===== src/rtl/ctrl_pipeline.sv =====
// Control-path pipeline: carries decoded ID control fields through EX, MEM and WB,
// inserts bubbles on hazards, drains and halts on a halt instruction, counts retirements.
module ctrl_pipeline #(
  parameter int CTRL_WIDTH = 15
) (
  input  logic                  i_clk,
  input  logic                  i_reset,
  input  logic                  i_enable,
  input  logic                  i_id_valid,
  input  logic [CTRL_WIDTH-1:0] i_ctrl_regs,
  input  logic                  i_stall,
  input  logic                  i_flush,
  input  logic                  i_halt,
  output logic                  o_ex_reg_write,
  output logic [1:0]            o_ex_reg_dst,
  output logic [1:0]            o_ex_mem_to_reg,
  output logic                  o_ex_mem_write,
  output logic                  o_ex_alu_src_a,
  output logic [1:0]            o_ex_alu_src_b,
  output logic [2:0]            o_ex_alu_op,
  output logic                  o_mem_reg_write,
  output logic [1:0]            o_mem_mem_to_reg,
  output logic                  o_mem_mem_write,
  output logic                  o_wb_reg_write,
  output logic [1:0]            o_wb_mem_to_reg,
  output logic                  o_halted,
  output logic [31:0]           o_retired_count
);

  typedef enum logic [1:0] {
    RUN    = 2'd0,
    DRAIN  = 2'd1,
    HALTED = 2'd2
  } state_t;

  state_t      state;
  state_t      state_d;
  logic        ex_valid;
  logic        mem_valid;
  logic        wb_valid;
  logic        ex_bubble;
  logic        ex_load;
  logic        halted_d;
  logic [31:0] retired_count;

  // next_pc_src / jmp_ctrl are resolved in ID and deliberately not carried forward
  logic unused_id_bits;
  logic unused_wb;
  assign unused_id_bits = ^i_ctrl_regs[CTRL_WIDTH-1:12];
  assign unused_wb      = wb_valid;

  always_ff @(posedge i_clk or negedge i_reset) begin
    if (!i_reset) begin
      state    <= RUN;
      o_halted <= 1'b0;
    end else if (i_enable) begin
      state    <= state_d;
      o_halted <= halted_d;
    end
  end

  always_comb begin
    state_d = state;
    if (i_enable) begin
      case (state)
        RUN:     if (i_halt) state_d = DRAIN;
        DRAIN:   if (!ex_valid && !mem_valid) state_d = HALTED;
        HALTED:  state_d = HALTED;
        default: state_d = RUN;
      endcase
    end
  end

  always_comb begin
    ex_bubble = i_stall || i_flush || i_halt || (state != RUN);
    ex_load   = !ex_bubble && i_id_valid;
    halted_d  = (state_d == HALTED);
  end

  always_ff @(posedge i_clk or negedge i_reset) begin
    if (!i_reset) begin
      ex_valid         <= 1'b0;
      o_ex_reg_write   <= 1'b0;
      o_ex_reg_dst     <= '0;
      o_ex_mem_to_reg  <= '0;
      o_ex_mem_write   <= 1'b0;
      o_ex_alu_src_a   <= 1'b0;
      o_ex_alu_src_b   <= '0;
      o_ex_alu_op      <= '0;
      mem_valid        <= 1'b0;
      o_mem_reg_write  <= 1'b0;
      o_mem_mem_to_reg <= '0;
      o_mem_mem_write  <= 1'b0;
      wb_valid         <= 1'b0;
      o_wb_reg_write   <= 1'b0;
      o_wb_mem_to_reg  <= '0;
      retired_count    <= '0;
    end else if (i_enable) begin
      mem_valid        <= ex_valid;
      o_mem_reg_write  <= o_ex_reg_write;
      o_mem_mem_to_reg <= o_ex_mem_to_reg;
      o_mem_mem_write  <= o_ex_mem_write;
      wb_valid         <= mem_valid;
      o_wb_reg_write   <= o_mem_reg_write;
      o_wb_mem_to_reg  <= o_mem_mem_to_reg;
      if (ex_load) begin
        ex_valid        <= 1'b1;
        o_ex_reg_write  <= i_ctrl_regs[11];
        o_ex_reg_dst    <= i_ctrl_regs[10:9];
        o_ex_mem_to_reg <= i_ctrl_regs[8:7];
        o_ex_mem_write  <= i_ctrl_regs[6];
        o_ex_alu_src_a  <= i_ctrl_regs[5];
        o_ex_alu_src_b  <= i_ctrl_regs[4:3];
        o_ex_alu_op     <= i_ctrl_regs[2:0];
      end else begin
        ex_valid        <= 1'b0;
        o_ex_reg_write  <= 1'b0;
        o_ex_reg_dst    <= '0;
        o_ex_mem_to_reg <= '0;
        o_ex_mem_write  <= 1'b0;
        o_ex_alu_src_a  <= 1'b0;
        o_ex_alu_src_b  <= '0;
        o_ex_alu_op     <= '0;
      end
      if (mem_valid) retired_count <= retired_count + 32'd1;
    end
  end

  assign o_retired_count = retired_count;

endmodule


===== config.mk =====
export PLATFORM = sky130hd
export DESIGN_NAME = ctrl_pipeline
export DESIGN_NICKNAME = d
export VERILOG_FILES = /design/src/rtl/ctrl_pipeline.sv
export SDC_FILE = /design/constraint.sdc
export NUM_CORES = 1
export LEC_CHECK = 0
export ABC_AREA = 1
export CAP_MARGIN = 5
export CORE_AREA = 2 2 90 92
export DETAILED_ROUTE_END_ITERATION = 8
export DIE_AREA = 0 0 92 94
export GPL_TIMING_DRIVEN = 0
export SLEW_MARGIN = 20
export SYNTH_ARGS = -nofsm -noshare
export SYNTH_HDL_FRONTEND = slang
export SYNTH_SLANG_ARGS = --single-unit

===== constraint.sdc =====
create_clock -name i_clk -period 1.6 [get_ports i_clk]
set_input_delay 0.32 -clock i_clk [delete_from_list [all_inputs] [get_ports i_clk]]
set_output_delay 0.32 -clock i_clk [all_outputs]
set_load 0.1 [all_outputs]

==> impl_metrics.csv, run 1 <==
group,metric,value,unit
outcome,run_status,"finished clean",
synth,synth_area_leader_cell,"dfrtp_1",
final_layout,layout_common_cells,"124 x nand2_1, 44 x buf_2, 26 x inv_1, 25 x dfrtp_1",
routing,drtIter0Drc,67,
synth,synth_top_family_by_area,"simple AND/OR/NAND/NOR gates",
synth,muxShareOfSynthArea,0,
routing,firstDrtPassIters,4,
timing,final-hold-violation-count,0,
synth,synthesis.area,2650,µm²
critical_path,crit_arrival,1.24,ns
synth,ys_warn_count,0,
timing,grt_setup_unrepaired,"no",
floorplan,coreArea,7610,µm²
routing,num_vias,2210,
critical_path,cp-startpoint,"o_ex_alu_op[2]",
critical_path,critPathKind,"reg -> out",
clock_network,clockBufferDepth,2,
global_route,gr-usage-met1,0.179,
placement,gp_congestion,0.790,
floorplan,io_pins,74,
critical_path,cp_max_fo,2,
global_route,busiest_layer,"met2",
critical_path,cp_slowest_stage_delay,0.56,ns
global_route,overflow,0,
critical_path,critPathTopFamily,"buffers and inverters",
synth,synth-compound-area-share,0.00992,
clock_network,numCtsBuffers,5,
synth,synth_cell_types,24,
final_layout,area.growth.synth_to_final,32.0,%
global_route,grt_pass1_vias,2206,
power_and_ir_drop,vdd_drop_max,526,µV
floorplan,die_w,92,µm
critical_path,r2r-start,"o_retired_count[1]",
global_route,antenna_found_initial,0,
critical_path,setup.worst_path.end,"o_ex_alu_op[2]",
global_route,grt_max_degree,57,
floorplan,die-area,8650,µm²
critical_path,path_cells,"clkdlybuf4s15_2",
hold_path,holdCritPathClass,"reg -> reg",
final_layout,drive_gt1_frac,0.294,
global_route,gr-usage-all-layers,0.147,
synth,synth_seq_area_share,0.529,
synth,synth_edf_count,0,
critical_path,critical_path_depth,1,
synth,synth_simple_gate_area_frac,0.336,
placement,port_buffers,70,
timing,fin_crit_sh,0.977,
clock_network,path_clk_slew,0.10,ns
synth,synthFlopType,"dfrtp_1",
floorplan,start_util,0.348,
synth,synth_top_area_frac,0.529,
critical_path,endpoint_kind,"primary output",
clock_network,cts.sinks,56,
critical_path,r2r_cells,7,
clock_network,cts-root-buf,"clkbuf_8",
power_and_ir_drop,p_total,0.00325,W
routing,post_drt_wl_per_cell,12.1,µm
final_layout,antennaDiodeCount,0,
timing,clock_skew,0.0155,ns
timing,tightestPinTransition,0.553,ns
floorplan,die_h,94,µm
power_and_ir_drop,p_leak,1.73,nW
critical_path,critPathSlowestCell,"clkdlybuf4s15_2",
critical_path,worstSetupStartpointType,"flop",
synth,syn_nets,334,
clock_network,clkLatencyLatePin,0.32,ns
synth,synth_adder_area_share,0.00473,
critical_path,r2r-end,"o_retired_count[22]",
final_layout,fin_nets,413,
timing,setup_viol,0,
routing,drc,0,
placement,dpl.hpwl,4360,µm
floorplan,num_rows,32,
final_layout,fin_util,0.459,
routing,routed_via_density,4.48,
synth,synth.area.top_cells,"dfrtp_1 53%, nand2_1 18%, xor2_1 4.0%",
clock_network,cts_tree,"yes",
global_route,met3_usage,0.0570,
timing,fmax,639,MHz
final_layout,largest_reg_flops,32,
clock_network,htree_levels,2,
global_route,grt_pass1_wl,10100,µm
timing,slew_viol_final,0,
synth,syn_inst,311,
routing,wl,5980,µm
routing,ant_nets,0,
timing,period_needed,1.56,ns
timing,maxSlewHeadroom,0.633,
critical_path,crit_buf_inv,1,
final_layout,final_common_cell,"nand2_1",
critical_path,worst-endpoint-required,1.28,ns
critical_path,regToRegSetupSlack,0.15,ns
synth,async_reset_ff_frac,1.00,
synth,ys_ff_latch,56,
run,drv_cap,0,
synth,synth_xor_area_frac,0.0761,
global_route,globalRouteMet2Util,0.241,
power_and_ir_drop,power_density,929,nW/µm²
synth,avgSynthCellArea,8.51,µm²
==> worst min path at each step <==
stage	slack, ns	start	to	cells after the start
floorplan	0.02	i_reset	ex_valid	0
global placement	0.45	o_wb_reg_write	o_wb_reg_write	2
detailed placement	0.33	i_reset	o_ex_alu_src_b[0]	2
CTS	0.49	o_wb_mem_to_reg[1]	o_wb_mem_to_reg[1]	2
global route	0.51	i_reset	o_ex_alu_src_b[0]	3
finish	0.48	o_wb_mem_to_reg[1]	o_wb_mem_to_reg[1]	2
==> cell families (layout without fill, tap and decap cells) <==
kind of cell    count (synthesis)  after routing
buf+inv                        30            110
flops                          56             56
simple gates                  196            196
xor+xnor                       23             23
compound gates                  5              5
fa+ha+maj                       1              1
==> Yosys cell counts (4+ instances only) <==
master	n
nand2_1	124
dfrtp_1	56
inv_1	26
nor2_1	24
xor2_1	12
xnor2_1	11
nand3_1	10
nand4_1	10
nor2_2	6
nor2_4	5
nand3_2	4
nor3_1	4
o21ai_0	4
==> where the power goes <==
group | internal, W | switching, W | leakage [nW]
Sequential | 0.00150 | 0.0000727 | 0.709
Clock | 0.000513 | 0.000478 | 0.0614
Combinational | 0.000157 | 0.000523 | 0.963
==> stage by stage <==
stage,worst slack (ns),hold WS (ns),setup TNS [ns],instances,cell area [µm²]
finish,0.0362,0.476,0,493,3490
global route,0.000352,0.515,0,493,3490
CTS,0.000325,0.487,0,493,3580
detailed placement,-0.288,0.332,-17.17,484,3580
global placement,-1.99,0.453,-114.21,483,3550
floorplan,-0.00393,0.0244,-0.00393,311,2730
==> what timing repair did <==
item / in CTS / in global routing
buffers inserted: 0 / 0
endpoints found under the hold margin: 45 / 0
resized for setup: 224 / 25
hold buffers: 1 / 0
setup endpoints to repair: 52 / 20
==> layout make-up <==
class                      count  area (µm²)
fill                         768        4110
sequential                    56        1460
multi-input combinational    225        1150
timing repair buffer          72         519
tap                          102         128
inverter                      26        97.6
clock buffer                   6        82.6
clock inverter                 2        38.8
buffer                         4        18.8
==> metal layers <==
layer,share of wire,vias to the layer above
li1,-,1125
met1,0.46,1013
met3,0.084,7
met5,0,-
met2,0.45,65
met4,0.012,0
==> tightest hold or removal path: cells and delay by family, from the launching register on <==
kind	cells	cell delay, ns
DFF	1	0.36
and+or+nand+nor	2	0.09
(Power assumes the default switching activity.)
==> run 2: changes to the inputs <==
--- a/config.mk
+++ b/config.mk
@@ -8,9 +8,11 @@
 export ABC_AREA = 1
 export CAP_MARGIN = 5
 export CORE_AREA = 2 2 90 92
+export CTS_BUF_LIST = sky130_fd_sc_hd__clkbuf_8
 export DETAILED_ROUTE_END_ITERATION = 8
 export DIE_AREA = 0 0 92 94
 export GPL_TIMING_DRIVEN = 0
+export SETUP_SLACK_MARGIN = 0.5
 export SLEW_MARGIN = 20
 export SYNTH_ARGS = -nofsm -noshare
 export SYNTH_HDL_FRONTEND = slang
==> impl_metrics.csv, run 2 (synthesis results as in run 1) <==
group,metric,value,unit
clock_network,path_clk_slew,0.10,ns
routing,drtIter0Drc,44,
timing,fmax,697,MHz
routing,num_vias,2495,
power_and_ir_drop,switching_share,0.346,
timing,final-hold-violation-count,0,
floorplan,num_rows,32,
routing,wl,7350,µm
timing,fin_tns_setup,0,ns
final_layout,area.growth.synth_to_final,81.5,%
global_route,grt_pass1_wl,12000,µm
routing,routed_via_density,4.63,
final_layout,drive_gt1_frac,0.515,
outcome,run_status,"finished clean",
final_layout,antennaDiodeCount,0,
timing,tightestPinTransition,0.437,ns
critical_path,path_cells,"ha_4 -> nand3_4 -> nor2_4 -> nand2_2 -> nor2_4 -> nand2_1 -> xnor2_1",
final_layout,fin_nets,460,
power_and_ir_drop,power.share.combinational,0.273,
power_and_ir_drop,power_density,675,nW/µm²
clock_network,cts.sinks,56,
power_and_ir_drop,p_switching,0.00112,W
global_route,antenna_found_initial,0,
power_and_ir_drop,vdd_drop_max,728,µV
floorplan,coreArea,7610,µm²
critical_path,worst-endpoint-required,1.81,ns
routing,ant_nets,0,
final_layout,layout_common_cells,"100 x nand2_1, 51 x buf_12, 46 x buf_4, 32 x dfrtp_2",
clock_network,clkLatencyLatePin,0.31,ns
power_and_ir_drop,p_total,0.00325,W
global_route,grt_max_degree,56,
critical_path,critPathKind,"reg -> reg",
final_layout,fillers,615,
critical_path,cp_slowest_stage_delay,0.46,ns
placement,post-place-ws,-0.298,ns
timing,layout_setup_ws,0.165,ns
critical_path,crit_arrival,1.64,ns
critical_path,cp_max_fo,4,
timing,grt_setup_unrepaired,"yes",
run,drv_cap,0,
timing,maxSlewHeadroom,0.709,
timing,setup_viol,0,
placement,dpl.hpwl,4490,µm
power_and_ir_drop,seq_power_share,0.494,
critical_path,critPathSlowestCell,"dfrtp_4",
global_route,gr-usage-all-layers,0.174,
global_route,overflow,0,
critical_path,crit_top_cell,"nor2_4",
clock_network,htree_levels,2,
floorplan,die_h,94,µm
floorplan,die_w,92,µm
floorplan,io_pins,74,
timing,fin_crit_sh,0.897,
floorplan,die-area,8650,µm²
critical_path,worstSetupStartpointType,"flop",
clock_network,clockBufferDepth,2,
final_layout,largest_reg_flops,32,
clock_network,cts_tree,"yes",
timing,clock_skew,0.00806,ns
global_route,grt_pass1_vias,2507,
routing,post_drt_wl_per_cell,13.6,µm
routing,firstDrtPassIters,4,
critical_path,endpoint_kind,"flop",
final_layout,final_common_cell,"nand2_1",
routing,drc,0,
hold_path,holdCritPathClass,"in -> async",
power_and_ir_drop,clkPwrFrac,0.233,
power_and_ir_drop,p_int,0.00212,W
timing,slew_viol_final,0,
floorplan,start_util,0.348,
timing,period_needed,1.44,ns
placement,port_buffers,70,
placement,gp_congestion,0.781,
power_and_ir_drop,p_leak,2.17,nW
clock_network,cts-root-buf,"clkbuf_8",
clock_network,numCtsBuffers,5,
## run 2: critical path, delay by kind of cell, from the launching register on
family | cells | cell delay [ns]
AND/OR/NAND/NOR | 5 | 0.59
flip-flops | 1 | 0.46
adder cells (fa/ha/maj) | 1 | 0.15
XOR/XNOR | 1 | 0.13
## run 2: layout make-up
| type | count | area (µm²) | area share |
|---|---|---|---|
| plain buffers | 4 | 25.0 | 0.00521 |
| clock inverters | 2 | 8.76 | 0.00182 |
| clock buffers | 5 | 68.8 | 0.0143 |
| flip-flops and latches | 56 | 1520 | 0.316 |
| repair buffers | 119 | 1600 | 0.334 |
| multi-input cells | 225 | 1360 | 0.282 |
| inverters | 26 | 97.6 | 0.0203 |
| well taps | 102 | 128 | 0.0266 |
## run 2: power groups by stage
| stage | Clock, W | Sequential [W] | Combinational, W |
|---|---|---|---|
| finish | 0.000756 | 0.00160 | 0.000886 |
| detailed placement | 0 | 0.00161 | 0.000729 |
| global route | 0.000837 | 0.00162 | 0.000936 |
| floorplan | 0 | 0.00198 | 0.000127 |
| global placement | 0 | 0.00161 | 0.000712 |
| CTS | 0.000789 | 0.00159 | 0.000814 |
## run 2: worst paths after layout
path / from / end / slack [ns] / depth (start not counted)
setup / recovery: o_retired_count[1] / o_retired_count[22] / 0.16 / 7
hold / removal: i_reset / o_ex_alu_src_a / 0.32 / 2
setup reg to reg: o_retired_count[1] / o_retired_count[22] / 0.16 / 7
hold reg to reg: o_wb_reg_write / o_wb_reg_write / 0.53 / 2
max in group asynchronous: i_reset / o_retired_count[5] / 0.80 / 3
min in group i_clk: o_wb_reg_write / o_wb_reg_write / 0.53 / 2
## run 2: through the flow
step | util | hold WS (ns) | cells | instance area, µm²
after floorplan | - | 0.0244 | 311 | 2810
after global placement | 0.478 | 0.458 | 483 | 3640
after detailed placement | 0.481 | 0.118 | 484 | 3660
after CTS | 0.588 | 0.307 | 526 | 4480
after global routing | 0.632 | 0.318 | 539 | 4800
final | 0.632 | 0.322 | 539 | 4800
## run 2: layer usage
metal  routed length [µm]  track usage
met5                    0            0
met4                   99       0.0585
met3                  522       0.0570
met2                 3800        0.291
met1                 2930        0.213
## run 2: timing repair
action,CTS,global route
gates resized for setup,470,55
hold buffers,1,0
setup buffers,33,13
endpoints found under the setup margin,104,98
gates cloned,1,0
pin swaps,11,18
endpoints found under the hold margin,3,0
==> run 3: changes to the inputs <==
--- a/config.mk
+++ b/config.mk
@@ -5,12 +5,11 @@
 export SDC_FILE = /design/constraint.sdc
 export NUM_CORES = 1
 export LEC_CHECK = 0
-export ABC_AREA = 1
 export CAP_MARGIN = 5
-export CORE_AREA = 2 2 90 92
+export CORE_AREA = 2 2 86 88
 export CTS_BUF_LIST = sky130_fd_sc_hd__clkbuf_8
 export DETAILED_ROUTE_END_ITERATION = 8
-export DIE_AREA = 0 0 92 94
+export DIE_AREA = 0 0 88 90
 export GPL_TIMING_DRIVEN = 0
 export SETUP_SLACK_MARGIN = 0.5
 export SLEW_MARGIN = 20
==> impl_metrics.csv, run 3 <==
group,metric,value,unit
floorplan,die-area,7920,µm²
critical_path,endpoint_kind,"flop",
routing,drc,0,
placement,dpl.hpwl,3590,µm
floorplan,die_w,88,µm
synth,yosys-top-cells-count,"56 x dfrtp_1, 26 x xnor2_1, 15 x nand3_1, 15 x nand4_1, 12 x a22o_1",
synth,synth_cell_types,30,
routing,ant_nets,0,
clock_network,htree_levels,2,
global_route,gr-usage-all-layers,0.162,
power_and_ir_drop,clkPwrFrac,0.265,
final_layout,fillers,530,
placement,place_area,3460,µm²
floorplan,num_rows,31,
hold_path,holdCritPathClass,"in -> async",
final_layout,final_common_cell,"buf_12",
critical_path,r2r_cells,4,
critical_path,crit_arrival,1.63,ns
critical_path,r2r-end,"o_retired_count[31]",
final_layout,fin_nets,351,
power_and_ir_drop,power.share.combinational,0.266,
synth,yosysMostFrequentCell,"dfrtp_1",
final_layout,fin_util,0.660,
clock_network,path_clk_slew,0.09,ns
power_and_ir_drop,power_density,737,nW/µm²
final_layout,stdcell_count,428,
power_and_ir_drop,p_switching,0.00107,W
timing,fin_crit_sh,0.898,
floorplan,start_util,0.340,
run,drv_cap,0,
final_layout,area.growth.synth_to_final,94.2,%
clock_network,cts_tree,"yes",
critical_path,r2r-start,"o_retired_count[22]",
clock_network,clockBufferDepth,2,
routing,num_vias,2066,
outcome,run_status,"finished clean",
timing,tightestPinTransition,0.718,ns
synth,synth_seq_area_share,0.587,
clock_network,cts.sinks,56,
global_route,grt_max_degree,57,
floorplan,die_h,90,µm
timing,slew_viol_final,0,
synth,synth_area_leader_cell,"dfrtp_1",
final_layout,largest_reg_flops,32,
final_layout,antennaDiodeCount,0,
critical_path,critPathKind,"reg -> reg",
critical_path,cp-startpoint,"o_retired_count[22]",
floorplan,io_pins,74,
synth,avgSynthCellArea,12.1,µm²
critical_path,setup.worst_path.end,"o_retired_count[31]",
synth,syn_inst,198,
timing,holdWs,0.0497,ns
routing,drtIter0Drc,22,
final_layout,final_cell_area,4640,µm²
synth,async_reset_ff_frac,1.00,
routing,post_drt_wl_per_cell,15.1,µm
power_and_ir_drop,p_leak,1.92,nW
critical_path,regToRegSetupSlack,0.16,ns
routing,routed_via_density,4.83,
synth,synth_top_area_frac,0.587,
timing,fmax,696,MHz
synth,syn_nets,221,
timing,final-hold-violation-count,0,
synth,synthesis.area,2390,µm²
timing,grt_setup_unrepaired,"yes",
routing,wl,6450,µm
routing,firstDrtPassIters,4,
power_and_ir_drop,p_int,0.00235,W
timing,clock_skew,0.00530,ns
clock_network,cts-root-buf,"clkbuf_8",
synth,ys_ff_latch,56,
clock_network,clkLatencyLatePin,0.31,ns
final_layout,drive_gt1_frac,0.657,
placement,post-place-cells,366,
power_and_ir_drop,seq_power_share,0.469,
timing,period_needed,1.44,ns
critical_path,worstSetupStartpointType,"flop",
critical_path,cp_max_fo,5,
clock_network,numCtsBuffers,5,
floorplan,coreArea,7020,µm²
placement,port_buffers,69,
synth,synth.area.top_cells,"dfrtp_1 59%, xnor2_1 9.5%, a22o_1 4.4%",
power_and_ir_drop,switching_share,0.313,
critical_path,worst-endpoint-required,1.79,ns
global_route,antenna_found_initial,0,
synth,synthFlopType,"dfrtp_1",
placement,gp_congestion,0.744,
synth,synth_edf_count,0,
global_route,grt_pass1_vias,2161,
global_route,grt_pass1_wl,10200,µm
power_and_ir_drop,vdd_drop_max,502,µV
timing,maxSlewHeadroom,0.521,
final_layout,layout_common_cells,"49 x buf_12, 41 x buf_4, 31 x dfrtp_2, 24 x xnor2_1, 22 x dfrtp_4",
global_route,overflow,0,
timing,setup_viol,0,
synth,ys_warn_count,0,
[run 3: routing by layer]
metal	global-route usage	up-vias	part of all wire
li1	-	968	-
met1	0.196	1030	0.41
met2	0.277	61	0.52
met3	0.0523	7	0.055
met4	0.0346	0	0.010
met5	0	-	0
[run 3: repair_timing]
action                     in CTS  in global routing
cloned                          4                  0
pin swaps                      26                 15
resized for setup             452                 48
hold buffers                    0                  0
setup endpoints to repair      95                 96
setup buffers                  39                 11
[run 3: cells by family (layout without fill, tap and decap cells)]
family	Yosys count	in the layout	synth area share
AO/OA/AOI/OAI	19	19	0.0618
XOR/XNOR	31	31	0.114
adder cells (fa/ha/maj)	1	1	0.00524
buffers and inverters	10	140	0.0215
flip-flops	56	56	0.587
multiplexers	9	9	0.0425
AND/OR/NAND/NOR	72	73	0.168
[run 3: area by class of cell]
cell class                      instances  area, µm²  share of cell area
Tap cell                               99        124              0.0267
Multi-Input combinational cell        133       1150               0.248
Clock inverter                          3       38.8             0.00836
Clock buffer                            5       68.8              0.0148
Inverter                                4       17.5             0.00378
Buffer                                  6       61.3              0.0132
Timing Repair Buffer                  122       1650               0.356
Sequential cell                        56       1520               0.328
[run 3: worst min-delay path by stage]
| stage | end | startpoint | cells past startpoint |
|---|---|---|---|
| 2_1_floorplan | ex_valid | i_reset | 0 |
| 3_3_place_gp | o_retired_count[31] | o_retired_count[31] | 1 |
| 3_5_place_dp | o_retired_count[9] | i_reset | 1 |
| 4_1_cts | o_retired_count[3] | i_reset | 1 |
| 5_1_grt | o_retired_count[0] | i_reset | 1 |
| 6_report | o_retired_count[9] | i_reset | 1 |
[run 3: worst max-delay path: stages, from the launching register on]
cell and delay (ns):
dfrtp_4 0.45, nand4_1 0.22, nor4_2 0.35, nand4_1 0.15
xnor2_1 0.15
[run 3: power groups by stage]
stage / Sequential, W / Combinational (W) / Clock (W)
finish: 0.00160 / 0.000908 / 0.000907
global route: 0.00161 / 0.000962 / 0.000996
CTS: 0.00159 / 0.000792 / 0.000936
detailed placement: 0.00161 / 0.000663 / 0
global placement: 0.00161 / 0.000657 / 0
floorplan: 0.00194 / 0.000136 / 0
[run 3: through the flow]
stage	setup TNS [ns]	worst slack [ns]	power, W
final	0	0.163	0.00342
after global routing	0	0.0399	0.00357
after CTS	0	0.206	0.00332
after detailed placement	-12.37	-0.314	0.00228
after global placement	-116.80	-1.99	0.00227
after floorplan	-0.340	-0.0490	0.00207
